### src/rtl/xlite_regbank_pkg.sv
// xlite_regbank_pkg: shared constants for the Xillybus Lite register bank.
// Holds byte offsets of every register, STATUS field positions, IRQ_PEND
// bit positions and the default ID constant.
package xlite_regbank_pkg;

   localparam int unsigned DATA_W = 32;

   // Register byte offsets (only address bits [4:2] are decoded)
   localparam logic [4:0] OFF_SCRATCH  = 5'h00;
   localparam logic [4:0] OFF_STATUS   = 5'h04;
   localparam logic [4:0] OFF_TXQ      = 5'h08;
   localparam logic [4:0] OFF_RXQ      = 5'h0C;
   localparam logic [4:0] OFF_IRQ_PEND = 5'h10;
   localparam logic [4:0] OFF_IRQ_MASK = 5'h14;
   localparam logic [4:0] OFF_ID       = 5'h18;
   localparam logic [4:0] OFF_CTRL     = 5'h1C;

   // STATUS bit positions; counts are LSB positions of zero-extended fields
   localparam int unsigned ST_TXQ_FULL  = 0;
   localparam int unsigned ST_TXQ_EMPTY = 1;
   localparam int unsigned ST_RXQ_FULL  = 2;
   localparam int unsigned ST_RXQ_EMPTY = 3;
   localparam int unsigned ST_TXQ_COUNT = 8;
   localparam int unsigned ST_RXQ_COUNT = 16;

   // IRQ_PEND / IRQ_MASK bit positions
   localparam int unsigned IRQ_RX_AVAIL = 0;
   localparam int unsigned IRQ_TX_OVF   = 1;
   localparam int unsigned IRQ_RX_UNF   = 2;
   localparam int unsigned IRQ_W        = 3;

   localparam logic [DATA_W-1:0] ID_DEFAULT = 32'h584C_5242;

endpackage

### src/rtl/xlite_sync_fifo.sv
// xlite_sync_fifo: single-clock FIFO with occupancy count.
// Ports: clk, rst (async active-high); push/wr_data write side; pop/rd_data_c
// read side (rd_data_c is the current head word); full_c/empty_c decoded from
// the registered count; count = number of stored words (0..DEPTH).
// A push while full or a pop while empty is ignored, judged on the count at
// the start of the cycle, so push+pop together leave the count unchanged.
module xlite_sync_fifo #(
   parameter int unsigned DEPTH = 8,
   parameter int unsigned WIDTH = 32
) (
   input  logic                     clk,
   input  logic                     rst,
   input  logic                     push,
   input  logic [WIDTH-1:0]         wr_data,
   input  logic                     pop,
   output logic [WIDTH-1:0]         rd_data_c,
   output logic                     full_c,
   output logic                     empty_c,
   output logic [$clog2(DEPTH):0]   count
);
   localparam int unsigned AW = $clog2(DEPTH);
   localparam int unsigned CW = AW + 1;

   logic [WIDTH-1:0] mem [DEPTH];
   logic [AW-1:0]    wr_ptr;
   logic [AW-1:0]    rd_ptr;
   logic             do_push;
   logic             do_pop;

   assign full_c    = (count == CW'(DEPTH));
   assign empty_c   = (count == '0);
   assign do_push   = push & ~full_c;
   assign do_pop    = pop & ~empty_c;
   assign rd_data_c = mem[rd_ptr];

   // Pointers wrap naturally since DEPTH is a power of two
   always_ff @(posedge clk or posedge rst) begin
      if (rst) begin
         wr_ptr <= '0;
         rd_ptr <= '0;
         count  <= '0;
      end else begin
         if (do_push) wr_ptr <= wr_ptr + AW'(1);
         if (do_pop)  rd_ptr <= rd_ptr + AW'(1);
         if (do_push && !do_pop)      count <= count + CW'(1);
         else if (do_pop && !do_push) count <= count - CW'(1);
      end
   end

   // Storage needs no reset; contents are only visible while count != 0
   always_ff @(posedge clk) begin
      if (do_push) mem[wr_ptr] <= wr_data;
   end

endmodule

### src/rtl/xlite_regbank.sv
// xlite_regbank: Xillybus Lite register bank with TX/RX stream queues.
// Ports: user_clk, user_rst (async active-high); host bus user_wren,
// user_wstrb, user_rden, user_addr, user_wr_data, user_rd_data (registered);
// user_irq (registered level interrupt); tx_data/tx_valid/tx_ready
// host-to-logic stream; rx_data/rx_valid/rx_ready logic-to-host stream.
// Optional feature: define XLITE_REGBANK_LOOPBACK_EN to make CTRL[0] route
// the TX queue head straight into the RX queue.
module xlite_regbank
   import xlite_regbank_pkg::*;
#(
   parameter int unsigned        FIFO_DEPTH = 8,
   parameter logic [DATA_W-1:0]  ID_VALUE   = ID_DEFAULT
) (
   input  logic              user_clk,
   input  logic              user_rst,
   input  logic              user_wren,
   input  logic [3:0]        user_wstrb,
   input  logic              user_rden,
   input  logic [31:0]       user_addr,
   input  logic [31:0]       user_wr_data,
   output logic [31:0]       user_rd_data,
   output logic              user_irq,
   output logic [31:0]       tx_data,
   output logic              tx_valid,
   input  logic              tx_ready,
   input  logic [31:0]       rx_data,
   input  logic              rx_valid,
   output logic              rx_ready
);
   localparam int unsigned CW = $clog2(FIFO_DEPTH) + 1;

   logic [4:0]        off;
   logic              unused_addr;
   logic              run_q;
   logic [31:0]       scratch_q;
   logic [IRQ_W-1:0]  pend_q, mask_q, pend_set, pend_clr;
   logic              wr_scratch, wr_mask, wr_pend, wr_txq, rd_rxq;
   logic              lb_en, lb_xfer;
   logic              tx_push_req, tx_push, tx_pop, tx_full, tx_empty;
   logic              rx_push, rx_pop, rx_full, rx_empty;
   logic [31:0]       rx_head, rx_push_data, status, rd_mux;
   logic [CW-1:0]     tx_count, rx_count;

   assign off         = {user_addr[4:2], 2'b00};
   assign unused_addr = &{1'b0, user_addr[31:5], user_addr[1:0]};

   assign wr_scratch  = user_wren && (off == OFF_SCRATCH);
   assign wr_mask     = user_wren && (off == OFF_IRQ_MASK);
   assign wr_pend     = user_wren && (off == OFF_IRQ_PEND);
   assign wr_txq      = user_wren && (off == OFF_TXQ);
   assign rd_rxq      = user_rden && (off == OFF_RXQ);

`ifdef XLITE_REGBANK_LOOPBACK_EN
   logic wr_ctrl;
   logic ctrl_q;
   assign wr_ctrl = user_wren && (off == OFF_CTRL);
   always_ff @(posedge user_clk or posedge user_rst) begin
      if (user_rst)                     ctrl_q <= 1'b0;
      else if (wr_ctrl && user_wstrb[0]) ctrl_q <= user_wr_data[0];
   end
   assign lb_en = ctrl_q;
`else
   assign lb_en = 1'b0;
`endif

   // run_q keeps both streams idle in reset and in the reset-release cycle
   assign tx_valid     = run_q & ~tx_empty & ~lb_en;
   assign rx_ready     = run_q & ~rx_full & ~lb_en;
   assign lb_xfer      = run_q & lb_en & ~tx_empty & ~rx_full;

   assign tx_push_req  = wr_txq && (user_wstrb == 4'hF);
   assign tx_push      = tx_push_req & ~tx_full;
   assign tx_pop       = (tx_valid & tx_ready) | lb_xfer;
   assign rx_push      = (rx_valid & rx_ready) | lb_xfer;
   assign rx_push_data = lb_en ? tx_data : rx_data;
   assign rx_pop       = rd_rxq & ~rx_empty;

   xlite_sync_fifo #(.DEPTH(FIFO_DEPTH), .WIDTH(32)) u_txq (
      .clk(user_clk), .rst(user_rst),
      .push(tx_push), .wr_data(user_wr_data),
      .pop(tx_pop), .rd_data_c(tx_data),
      .full_c(tx_full), .empty_c(tx_empty), .count(tx_count)
   );

   xlite_sync_fifo #(.DEPTH(FIFO_DEPTH), .WIDTH(32)) u_rxq (
      .clk(user_clk), .rst(user_rst),
      .push(rx_push), .wr_data(rx_push_data),
      .pop(rx_pop), .rd_data_c(rx_head),
      .full_c(rx_full), .empty_c(rx_empty), .count(rx_count)
   );

   // Interrupt events; all are judged on pre-cycle queue state
   always_comb begin
      pend_set               = '0;
      pend_set[IRQ_RX_AVAIL] = rx_push & rx_empty;
      pend_set[IRQ_TX_OVF]   = tx_push_req & tx_full;
      pend_set[IRQ_RX_UNF]   = rd_rxq & rx_empty;
      pend_clr               = '0;
      if (wr_pend && user_wstrb[0]) pend_clr = user_wr_data[IRQ_W-1:0];
   end

   always_comb begin
      status                     = '0;
      status[ST_TXQ_FULL]        = tx_full;
      status[ST_TXQ_EMPTY]       = tx_empty;
      status[ST_RXQ_FULL]        = rx_full;
      status[ST_RXQ_EMPTY]       = rx_empty;
      status[ST_TXQ_COUNT +: CW] = tx_count;
      status[ST_RXQ_COUNT +: CW] = rx_count;
   end

   // Read mux; TXQ and unmapped offsets fall through to zero
   always_comb begin
      rd_mux = '0;
      case (off)
         OFF_SCRATCH:  rd_mux = scratch_q;
         OFF_STATUS:   rd_mux = status;
         OFF_RXQ:      rd_mux = rx_empty ? 32'h0 : rx_head;
         OFF_IRQ_PEND: rd_mux = 32'(pend_q);
         OFF_IRQ_MASK: rd_mux = 32'(mask_q);
         OFF_ID:       rd_mux = ID_VALUE;
         OFF_CTRL:     rd_mux = 32'(lb_en);
         default:      rd_mux = '0;
      endcase
   end

   always_ff @(posedge user_clk or posedge user_rst) begin
      if (user_rst) begin
         run_q        <= 1'b0;
         scratch_q    <= '0;
         pend_q       <= '0;
         mask_q       <= '0;
         user_rd_data <= '0;
         user_irq     <= 1'b0;
      end else begin
         run_q <= 1'b1;
         for (int b = 0; b < 4; b++) begin
            if (wr_scratch && user_wstrb[b]) scratch_q[8*b +: 8] <= user_wr_data[8*b +: 8];
         end
         if (wr_mask && user_wstrb[0]) mask_q <= user_wr_data[IRQ_W-1:0];
         // Set events win over a coincident write-one-to-clear
         pend_q   <= (pend_q & ~pend_clr) | pend_set;
         user_irq <= |(pend_q & mask_q);
         if (user_rden) user_rd_data <= rd_mux;
      end
   end

endmodule

### config.mk
export PLATFORM = sky130hd
export DESIGN_NAME = xlite_regbank
export DESIGN_NICKNAME = d
export VERILOG_FILES = /design/src/rtl/xlite_regbank_pkg.sv /design/src/rtl/xlite_sync_fifo.sv /design/src/rtl/xlite_regbank.sv
export SDC_FILE = /design/constraint.sdc
export NUM_CORES = 1
export LEC_CHECK = 0
export CAP_MARGIN = 20
export CORE_ASPECT_RATIO = 1.4
export CORE_UTILIZATION = 40
export DETAILED_ROUTE_END_ITERATION = 12
export DONT_BUFFER_PORTS = 1
export MAX_ROUTING_LAYER = met4
export SLEW_MARGIN = 20
export SYNTH_ARGS = -nofsm -noshare
export SYNTH_HDL_FRONTEND = slang
export SYNTH_SLANG_ARGS = --single-unit
### constraint.sdc
create_clock -name user_clk -period 12.3 [get_ports user_clk]
set_input_delay 2.46 -clock user_clk [delete_from_list [all_inputs] [get_ports user_clk]]
set_output_delay 2.46 -clock user_clk [all_outputs]
set_load 0.02 [all_outputs]
==> impl_metrics.yaml <==
cts:
  cts_root_buf: "clkbuf_16"
  cts_tree: "done"
  cts-hold-fix-buffers: 0
  clk_latency_ns: 0.61
  clkSinkCount: 604
  ctsHtreeMaxLevel: 2
  postCtsSetupBuffers: 0
  clock_path_buffers: 3
  cts_inserted_buffers: 55
  cts_resized: 0
  clk_pin_slew_ns: 0.07
timing:
  setup_viol: 0
  hold_viol: 0
  rsz0062_at_grt: "false"
  skew_ns: 0.0161
  final.setup.tns_ns: 0
  max_slew.worst_pin.slew_ns: 0.989
  whs_ns: 0.476
  slew_headroom_pct: 33.7
  fin_crit_ns: 5.60
  post-route-period-util_pct: 45.6
  max_freq_mhz: 178
  slew_violations: 0
synth:
  synth_edf_count: 512
  synth_common_cells: "edfxtp_1, mux4_2, dfrtp_1"
  yosysWarnings: 0
  syn_area_per_cell_um2: 21.0
  synth_compound_area_share_pct: 2.80
  synth_mux_area_share_pct: 16.5
  ys.flop_type: "edfxtp_1"
  synth-xor-area-share_pct: 0.448
  mappedNetlistNets: 1233
  ys_ff_latch: 604
  synth-simple-area-share_pct: 2.51
  yosys-top-cells-area: "edfxtp_1, mux4_2, dfrtp_1, mux2_2, nand2_1"
  synth_area_leader_cell: "edfxtp_1"
  yosysMostFrequentCell: "edfxtp_1"
  synth_cell_types: 60
  async_flop_share_pct: 15.2
  synthAdderAreaFrac_pct: 0.704
  synth_top_family_by_area: "multiplexers"
  ys_seq_area_share_pct: 75.4
  syn-cell-area_mm2: 0.0235
  synth.top_cell.area_share_pct: 65.5
  syn_inst: 1115
global_route:
  antenna_found_initial: 0
  grt_max_degree: 59
  track_usage_pct: 18.2
  grt_pass1_wl_um: 75300
  grt_pass1_vias: 11400
  overflow: 0
power_and_ir_drop:
  power.density_mw_per_mm2: 211
  peakVddDrop_uv: 119
  power.leakage_nw: 8.69
die:
  die_w_um: 207
  start_util_pct: 40.6
  die_area_mm2: 0.0596
  core_area_mm2: 0.0578
  num_rows: 104
  die_y_um: 289
  pin_count: 173
critical_path:
  cp-end-kind: "output port"
  regToRegSetupSlack_ns: 8.55
  r2r-end: "u_rxq.count[3]"
  critPathRequiredTime_ns: 9.84
  critPathMaxFanout: 44
  reg2reg_from: "u_rxq.count[0]"
  crit_arrival_ns: 3.14
  critPathLaunchType: "flip-flop"
  path_class: "flip-flop to output port"
  ff2ff_path_depth: 11
place:
  port_buffers: 0
  place_hpwl_um: 31300
  gp_congestion: 0.795
  post_dp_cell_area_mm2: 0.0244
worst_hold_path:
  holdPathEnd: "u_txq.rd_ptr[2]"
  hold_path.class: "flip-flop to flip-flop"
  holdPathStages: 1
  hp-start: "u_txq.rd_ptr[2]"
finish:
  fin_area_mm2: 0.0263
  drive_gt1_share_pct: 29.6
  fill_cells: 4888
  n_antenna_cell: 0
  syn2layout_area_growth_pct: 12.3
  regArea_mm2: 0.0177
  multi_input_area_mm2: 0.00550
  final_net_count: 1265
route:
  drc: 8
  wirelength_um: 51300
  drtPass1Iterations: 9
  drt.antenna.violating_nets: 0
  dr_total_vias: 10700
  vias_per_cell: 5.52
  wire_per_inst_um: 26.5
  drt_iter0_markers: 733
job:
  maxCapViolCount: 0
outcome:
  outcome: "finished, violations left"
  violations: "DRC"
-- worst max-delay path by stage --
stage,start,to,depth (start not counted)
4_1_cts,u_txq.rd_ptr[0],tx_data[23],3
6_report,u_txq.rd_ptr[0],tx_data[8],3
3_5_place_dp,user_addr[4],u_rxq.count[3],10
2_1_floorplan,rx_valid,u_rxq.mem[0][0],2
3_3_place_gp,u_txq.rd_ptr[0],tx_data[23],3
5_1_grt,u_txq.rd_ptr[0],tx_data[8],3
-- sequential cells by signal, indices dropped and copies added (netlist names), 4 cells and up --
name / count
u_txq.count: 4
user_rd_data: 32
u_txq.mem: 256
scratch_q: 32
u_rxq.mem: 256
u_rxq.count: 4
-- per-stage QoR --
stage               power [mW]  utilization [%]  worst slack (ns)  instances
floorplan                 3.53                -              6.14       1115
global placement          3.79             42.2              7.19       1832
detailed placement        3.80             42.2              7.19       1832
CTS                       5.64             45.6              6.54       1936
global route              5.80             45.6              6.40       1936
finish                    5.55             45.6              6.70       1936
-- cells in the final DEF (no fill, tap or decap), drive strengths merged, types with 9 or more instances in the layout --
cell type / n
ha: 10
clkinv: 18
nand2: 63
nor3: 13
mux2: 80
xnor2: 10
a21oi: 12
nor2: 17
edfxtp: 512
inv: 22
buf: 28
bufinv: 9
dfrtp: 92
a22oi: 11
a222oi: 19
clkbuf: 70
mux4: 128
-- logic make-up (layout without fill, tap and decap cells) --
group,Yosys count,count (layout)
flip-flops,604,604
multiplexers,215,215
AND/OR/NAND/NOR,120,120
AO/OA/AOI/OAI,81,81
buffers and inverters,70,149
adder cells (fa/ha/maj),12,12
XOR/XNOR,12,12
other,1,1
-- critical path, stage by stage, from the launching register on --
cell and delay [ns]:
dfrtp_4 0.73, buf_4 0.78, mux4_2 0.60, mux2_2 0.36
-- report_power, final --
group | switching, mW | total, mW | internal, mW
Combinational | 0.556 | 1.12 | 0.568
Clock | 0.769 | 1.84 | 1.07
Sequential | 0.220 | 2.59 | 2.37
Total | 1.55 | 5.55 | 4.01
-- layout make-up --
cell class	count	share of cell area, %
sequential	604	67.1
multi-input combinational	441	20.9
clock buffer	70	5.75
tap	742	3.52
clock inverter	34	1.68
timing repair buffer	28	0.798
inverter	17	0.252
-- metal layers --
layer	up-vias	wire, µm	track usage, %
li1	4662	-	-
met1	5622	18800	20.5
met2	285	26400	30.1
met3	113	3710	4.86
met4	0	2280	8.00
met5	-	0	-
Note: power is estimated with default switching activity, not from simulation.
